`src/rtl/edge_threshold.sv`:
```
// Binarises an edge-magnitude pixel stream against an adaptive threshold,
// tracks raster position and per-frame edge counts.
module edge_threshold #(
  parameter int WIDTH       = 100,
  parameter int HEIGHT      = 100,
  parameter int BORDER      = 2,
  parameter int THRESH_INIT = 32,
  parameter int THRESH_MIN  = 4,
  parameter int THRESH_MAX  = 250,
  parameter int STEP        = 2,
  parameter int COUNT_HI    = 2000,
  parameter int COUNT_LO    = 500
) (
  input  logic        Clk,
  input  logic        Reset,
  input  logic        en,
  input  logic        Sof,
  input  logic [7:0]  PixelIn,
  output logic [7:0]  PixelOut,
  output logic        EdgeFlag,
  output logic [7:0]  Threshold,
  output logic [15:0] EdgeCount,
  output logic        FrameDone
);

  typedef enum logic [0:0] {IDLE = 1'b0, RUN = 1'b1} state_t;

  state_t      state_r;
  logic [8:0]  col_r;
  logic [8:0]  row_r;
  logic [15:0] count_r;

  logic [8:0]  pos_col_s;
  logic [8:0]  pos_row_s;
  logic [8:0]  col_nxt_s;
  logic [8:0]  row_nxt_s;
  logic        active_s;
  logic        edge_s;
  logic        last_s;
  logic [15:0] count_base_s;
  logic [15:0] count_nxt_s;
  logic [8:0]  thr_up_s;
  logic [7:0]  thr_hi_s;
  logic [7:0]  thr_lo_s;
  logic [7:0]  thr_adj_s;

  // Pixel classification, raster advance and end-of-frame threshold decision
  always_comb begin
    pos_col_s    = Sof ? 9'd0 : col_r;
    pos_row_s    = Sof ? 9'd0 : row_r;
    active_s     = Sof || (state_r == RUN);
    edge_s       = active_s && (PixelIn >= Threshold) &&
                   (pos_col_s >= 9'(BORDER)) && (pos_row_s >= 9'(BORDER));
    // Sof at the last-pixel position restarts the frame instead of ending it
    last_s       = !Sof && (state_r == RUN) &&
                   (col_r == 9'(WIDTH - 1)) && (row_r == 9'(HEIGHT - 1));

    if (pos_col_s == 9'(WIDTH - 1)) begin
      col_nxt_s = 9'd0;
      if (pos_row_s == 9'(HEIGHT - 1)) begin
        row_nxt_s = 9'd0;
      end else begin
        row_nxt_s = pos_row_s + 9'd1;
      end
    end else begin
      col_nxt_s = pos_col_s + 9'd1;
      row_nxt_s = pos_row_s;
    end

    count_base_s = Sof ? 16'd0 : count_r;
    if (edge_s && (count_base_s != 16'hFFFF)) begin
      count_nxt_s = count_base_s + 16'd1;
    end else begin
      count_nxt_s = count_base_s;
    end

    thr_up_s = {1'b0, Threshold} + 9'(STEP);
    if (thr_up_s > 9'(THRESH_MAX)) begin
      thr_hi_s = 8'(THRESH_MAX);
    end else begin
      thr_hi_s = thr_up_s[7:0];
    end

    if ({1'b0, Threshold} < (9'(THRESH_MIN) + 9'(STEP))) begin
      thr_lo_s = 8'(THRESH_MIN);
    end else begin
      thr_lo_s = Threshold - 8'(STEP);
    end

    if (count_nxt_s > 16'(COUNT_HI)) begin
      thr_adj_s = thr_hi_s;
    end else if (count_nxt_s < 16'(COUNT_LO)) begin
      thr_adj_s = thr_lo_s;
    end else begin
      thr_adj_s = Threshold;
    end
  end

  // Frame FSM, raster counters, statistics and registered pixel output
  always_ff @(posedge Clk) begin
    if (Reset) begin
      state_r   <= IDLE;
      col_r     <= 9'd0;
      row_r     <= 9'd0;
      count_r   <= 16'd0;
      PixelOut  <= 8'h00;
      EdgeFlag  <= 1'b0;
      EdgeCount <= 16'd0;
      FrameDone <= 1'b0;
      Threshold <= 8'(THRESH_INIT);
    end else begin
      FrameDone <= 1'b0;
      if (en) begin
        PixelOut <= edge_s ? 8'hFF : 8'h00;
        EdgeFlag <= edge_s;
        if (Sof) begin
          state_r <= RUN;
          col_r   <= col_nxt_s;
          row_r   <= row_nxt_s;
          count_r <= count_nxt_s;
        end else begin
          case (state_r)
            RUN: begin
              if (last_s) begin
                state_r   <= IDLE;
                col_r     <= 9'd0;
                row_r     <= 9'd0;
                count_r   <= 16'd0;
                EdgeCount <= count_nxt_s;
                FrameDone <= 1'b1;
                Threshold <= thr_adj_s;
              end else begin
                col_r   <= col_nxt_s;
                row_r   <= row_nxt_s;
                count_r <= count_nxt_s;
              end
            end
            IDLE: begin
              state_r <= IDLE;
            end
            default: begin
              state_r <= IDLE;
              col_r   <= 9'd0;
              row_r   <= 9'd0;
              count_r <= 16'd0;
            end
          endcase
        end
      end
    end
  end

endmodule

```
`config.mk`:
```
export PLATFORM = sky130hd
export DESIGN_NAME = edge_threshold
export DESIGN_NICKNAME = d
export VERILOG_FILES = /design/src/rtl/edge_threshold.sv
export SDC_FILE = /design/constraint.sdc
export NUM_CORES = 1
export LEC_CHECK = 0
export ABC_AREA = 1
export BUFFER_PORTS_ARGS = -buffer_cell sky130_fd_sc_hd__buf_2
export CORE_ASPECT_RATIO = 1.5
export CORE_MARGIN = 1.5
export CORE_UTILIZATION = 35
export CTS_CLUSTER_DIAMETER = 50
export DETAILED_ROUTE_END_ITERATION = 10
export PLACE_DENSITY_LB_ADDON = 0.12
export SKIP_LAST_GASP = 1
export SYNTH_ARGS = -nofsm -noshare
export SYNTH_HDL_FRONTEND = slang
export SYNTH_SLANG_ARGS = --single-unit
```
`constraint.sdc`:
```
create_clock -name Clk -period 2.93 [get_ports Clk]
set_clock_uncertainty 0.2 [all_clocks]
set_input_delay 0.1465 -clock Clk [delete_from_list [all_inputs] [get_ports Clk]]
set_output_delay 0.1465 -clock Clk [all_outputs]
set_load 0.01 [all_outputs]
```
# [Yosys cells after proc, flatten, opt, wreduce, memory -nomap -nowiden]
# Index checks and enable logic that the tools add are counted.
[word_totals] reg_bits=69 wordCells=69
[op_classes] add_sub_neg=5 n_lt_le_gt_ge=7 eq_ne=5 muxes=25 bitwise=3 reduce_logical=15
[op_table] cell="$mux 9" n=11
[op_table] cell="$mux 16" n=5
[op_table] cell="$mux 8" n=5
[op_table] cell="$eq 9x7->1 const B" n=4
[op_table] cell="$add 9x1->9 const B" n=2
[op_table] cell="$ge 9x2->1 const B" n=2
[op_table] cell="$add 16x1->16 const B" n=1
[op_table] cell="$gt 16x11->1 const B" n=1
[op_table] cell="$lt 16x9->1 const B" n=1
[op_table] cell="$ne 16x16->1 const B" n=1
[op_table] cell="$add 8x2->9 const B" n=1
[op_table] cell="$gt 9x8->1 const B" n=1
[op_table] cell="$ge 8x8->1" n=1
[op_table] cell="$lt 8x3->1 const B" n=1
[op_table] cell="$sub 8x2->8 const B" n=1
[op_table] cell="$logic_and 1x1->1" n=7
[op_table] cell="$reduce_and 5->1" n=1
[op_table] cell="$reduce_and 4->1" n=1
[op_table] cell="$reduce_bool 2->1" n=2
[op_table] cell="$reduce_or 4->1" n=1
[op_table] cell="$mux 1" n=3
[op_table] cell="$not 1->1" n=3
[op_table] cell="$pmux 1 s2" n=1
[op_table] cell="$reduce_and 2->1" n=1
[op_table] cell="other kinds (2)" n=2

# [Depth between registers and ports, before layout]
[depth] depth_word=9 ltp_mapped=26 mapped_depth_nobuf=24

# [Worst setup path before layout]
# OpenSTA, ideal clock, no wires.
[synth_path] path_kind="register -> register" from="register Threshold[5]" to="register Threshold[1]" setup_time_ns=0.113 arrival_time_ns=2.720 required_ns=2.617 setup_slack_ns=-0.103 stages_incl_launch_ff=25 path_buffers=3 period_less_slack_ns=3.033 path_cell_list="dfxtp_1 -> clkbuf_1 -> inv_1 -> ha_1 -> nand2_1 -> nor2_1 -> nand2_1 -> nand2_1 -> nand2_1 -> nor2_8 -> nand2_8 -> buf_6 -> nand2_1 -> nand2_1 -> nor2_2 -> nand2_1 -> nor2_1 -> nand2_2 -> nand2_4 -> nand2_2 -> nand2_2 -> buf_6 -> nand2_1 -> nand2_1 -> nor2_1"
[synth_via] elab_chain_cells=9
[synth_rtl] element="from (decl)" line="21" source="output logic [7:0] Threshold,"
[synth_rtl] element="from (signal assigned)" line="110" source="Threshold <= 8'(THRESH_INIT);"
[synth_rtl] element="from (signal assigned)" line="131" source="Threshold <= thr_adj_s;"
[synth_rtl] element="$ge 8x8->1" line="52" source="edge_s = active_s && (PixelIn >= Threshold) &&"
[synth_rtl] element="$logic_and 1x1->1 (2 in a row)" line="52"
[synth_rtl] element="$logic_and 1x1->1" line="53" source="(pos_col_s >= 9'(BORDER)) && (pos_row_s >= 9'(BORDER));"
[synth_rtl] element="$logic_and 1x1->1" line="71" source="if (edge_s && (count_base_s != 16'hFFFF)) begin"
[synth_rtl] element="$mux 16" line="71"
[synth_rtl] element="$gt 16x11->1 / $lt 16x9->1 (equally long branches)" line="90, 92"
[synth_rtl] element="$reduce_bool 2->1 (no line)"
[synth_rtl] element="$reduce_and 5->1 (no line)"
# Several ways; a longest one is shown, not always the timed one. The select of a mux whose other input is x is not followed.
# A chain may end at the register's enable or synchronous reset.

# [Worst setup path in the final report]
[layout_path] from="register Threshold[6]" to="register Threshold[3]"
# Same word-level chain as after synthesis.

==> impl_results.md <==
- F_max: 0.359 GHz
- Clk pwr share: 0.554
- Leak: 3.04 nW
- Sequential area share after synthesis: 0.267
- Post-synthesis cell area: 0.00450 mm2
- Crit path time final: 2790 ps
- Total Wirelength: 14.6 mm
- WS Path Type: reg2reg
- WL met3: 494 um
- Die Y: 142 um
- Antenna-violating nets left: 0
- Num rows: 50
- Comb power frac: 0.058
- 1st-pass router iterations: 5
- CTS tree: built
- Final period util: 0.951
- Number of flops mapped to enable cells by yosys: 0
- Switching fraction of total power: 0.226
- Max IR drop VDD: 246 uV
- Setup WS pre-CTS: -101 ps
- Fraction of registers with async set/reset: 0
- GRT overflow: 0
- Drt first-iter violations: 275
- Filler cells: 1350
- Max Cap Viol: 0
- Max Slew Vio Count: 0
- First-pass GRT wire length: 22.4 mm
- Via count: 5171
- Antenna cells: 0
- Yosys reg bits: 60
- Synth-to-Final Area Change: 35.6%
- Largest net degree at the start of global routing: 26
- Worst-Margin Slew: 642 ps
- Reg area: 0.00121 mm2
- WL/cell: 14.0 um
- Post-synth top area cell: dfxtp_1
- Drt drc: 0
- CP required: 2960 ps
- Setup TNS: 0 ps
- Uppermost layer routed: met4
- Routed length on met2: 7.91 mm
- Final setup violation count: 0
- Share of the synthesized area in the top cell type: 0.267
- Core Area: 0.0125 mm2
- Power per Cell Area: 348 mW/mm2
- Routability congestion estimate from global placement: 0.927
- Number of I/O port buffers: 43
- All-Layer GR Usage: 0.215
- Die span in x: 95.5 um
- Metal-1 WL: 5.68 mm
- Multi-input logic area: 0.00296 mm2
- Hold Path Class: in2reg
- Ranking of synthesized cells by area: dfxtp_1 27%, nand2_1 19%, nor2_1 9.0%
- Synthesis warning total: 0
- DP HPWL: 11.1 mm
- Layout cells sized above 1: 0.287
- Syn Nets: 774
- CTS root buffer: clkbuf_16
- RSZ-0062 raised after global routing: yes
- Cell variety after synth: 37
- Fin nets: 908
- Syn_area_per_cell: 6.01 um2
- Crit path largest cell delay: 330 ps
- Clk sinks: 60
- Vias/cell: 4.96
- Ports: 46
- Crit path buf inv count: 3
- Initial core utilization: 0.359
- Power, Total: 2.12 mW
- Register share of total power: 0.387
- Worst setup EP type: flop
- Post-synth top cells: 226 x nand2_1, 108 x nor2_1, 86 x inv_1
- Cell Area, Placed: 0.00550 mm2
- Slew margin rel.: 0.570
- Startpoint Class: flop
- Status: finished, final reports clean
- CP dominant cell by count: nand2_2
- CTS Buf Count: 9
- Slowest cell on crit path: dfxtp_1
- CP max FO: 7
- Worst-path cell chain: inv_1 -> ha_1 -> nand2_2 -> inv_1 -> a21oi_2 -> nand2_2 -> nand2_4 -> nor2_8 -> nand2_8 -> buf_6 -> nand2_1 -> nand2_2 -> nand2_1 -> nor2_1 -> nand2_1 -> nand2_2 -> nand2_4 -> nand2_4 -> nand2_2 -> nor2_1 -> nor2_1
- Synth Instances: 748
- Arrival @ worst endpoint: 2820 ps
- Clock slew at reported path FFs: 60 ps
- Final hold violations: 0
- Cell with the most instances after synthesis: nand2_1
- Internal Pwr Total: 1.64 mW
- Final WS setup: 143 ps
- Worst path top cell family by delay: simple AND/OR/NAND/NOR gates
- H-tree depth: 3
- Initial antenna violation count: 0
- Vias in the first global route: 4753
- Clock Tree Buf Depth: 2
- Main flop type after synthesis: dfxtp_1
- Final instance area: 0.00610 mm2
- Switching pwr: 0.479 mW
- DIE AREA: 0.0135 mm2
- Latest clock arrival within the worst-skew pair: 340 ps
==> worst reg2reg max path, stage by stage, from the launching register on <==
cell and delay [ps]:
dfxtp_1 330, inv_1 60, ha_1 280, nand2_2 90
inv_1 50, a21oi_2 170, nand2_2 80, nand2_4 120
nor2_8 70, nand2_8 100, buf_6 130, nand2_1 90
nand2_2 100, nand2_1 60, nor2_1 110, nand2_1 70
nand2_2 100, nand2_4 70, nand2_4 100, nand2_2 110
nor2_1 150, nor2_1 50
==> layout by cell type, fill, tap and decap left out, drive strengths merged <==
master       Yosys  routed
a21boi           1       1
clkbuf          17      11
conb             1       1
a31oi            1       1
nand2          245     247
nor2           116     117
nand3           60      60
nand4           14      14
dfxtp           60      60
and2             1       1
nor4             5       5
o22ai            1       1
xor2            10      10
bufinv           0       2
o211ai           6       6
a21oi           42      42
clkinv           0       1
ha              14      14
nand3b           4       4
nor3            10      10
o21ai           20      20
or2              4       4
buf             17     153
o21a             1       1
xnor2            6       6
dlygate4sd3      0       1
a32oi            3       3
clkinvlp         0       1
inv             89      89
==> path summary, 6_finish.rpt <==
check / start / to / slack (ps) / cells past startpoint
setup / recovery: Threshold[6] / Threshold[3] / 140 / 21
hold / removal: Reset / count_r[11] / 100 / 2
setup reg to reg: Threshold[6] / Threshold[3] / 140 / 21
hold reg to reg: count_r[15] / count_r[15] / 270 / 2
==> sequential cells by signal, summed over array words and instances (netlist names) <==
register / flops
PixelOut: 1
count_r: 16
FrameDone: 1
row_r: 9
state_r: 1
Threshold: 7
EdgeCount: 16
col_r: 9
==> power groups by stage <==
stage	registers [mW]	clock network (mW)	logic, mW
floorplan	0.840	0	0.0739
global placement	0.839	0	0.113
detailed placement	0.840	0	0.114
CTS	0.822	1.21	0.117
global route	0.821	1.24	0.136
finish	0.821	1.18	0.124
==> repair_timing <==
item,CTS,global route
gates resized for setup,6,58
cloned,0,4
endpoints found under the hold margin,2,0
buffers inserted,0,3
pin swaps,1,21
setup endpoints to repair,7,7
hold buffers,1,0
==> routing by layer <==
metal | up-vias | track usage
met1 | 2373 | 0.228
met5 | - | 0
met2 | 128 | 0.403
li1 | 2638 | -
met4 | 0 | 0.0913
met3 | 32 | 0.0348
==> layout make-up <==
cell class | count | share of cell area
Multi-Input combinational cell | 568 | 0.485
Sequential cell | 60 | 0.199
Timing Repair Buffer | 154 | 0.175
Inverter | 89 | 0.0560
Clock buffer | 11 | 0.0415
Tap cell | 156 | 0.0320
Clock inverter | 4 | 0.0119
==> cell families after synthesis <==
logic type	synth area share
buffers and inverters	0.124
AO/OA/AOI/OAI	0.0910
flip-flops	0.267
XOR/XNOR	0.0312
AND/OR/NAND/NOR	0.447
adder cells (fa/ha/maj)	0.0390
other	0.000834
==> through the flow <==
step / hold slack (ps) / cells / utilization
after floorplan: 114 / 748 / -
after global placement: 256 / 1019 / 0.439
after detailed placement: 271 / 1019 / 0.439
after CTS: 94.9 / 1035 / 0.468
after global routing: 118 / 1042 / 0.487
final: 95.7 / 1042 / 0.487
Note: power is estimated with default switching activity, not from simulation.
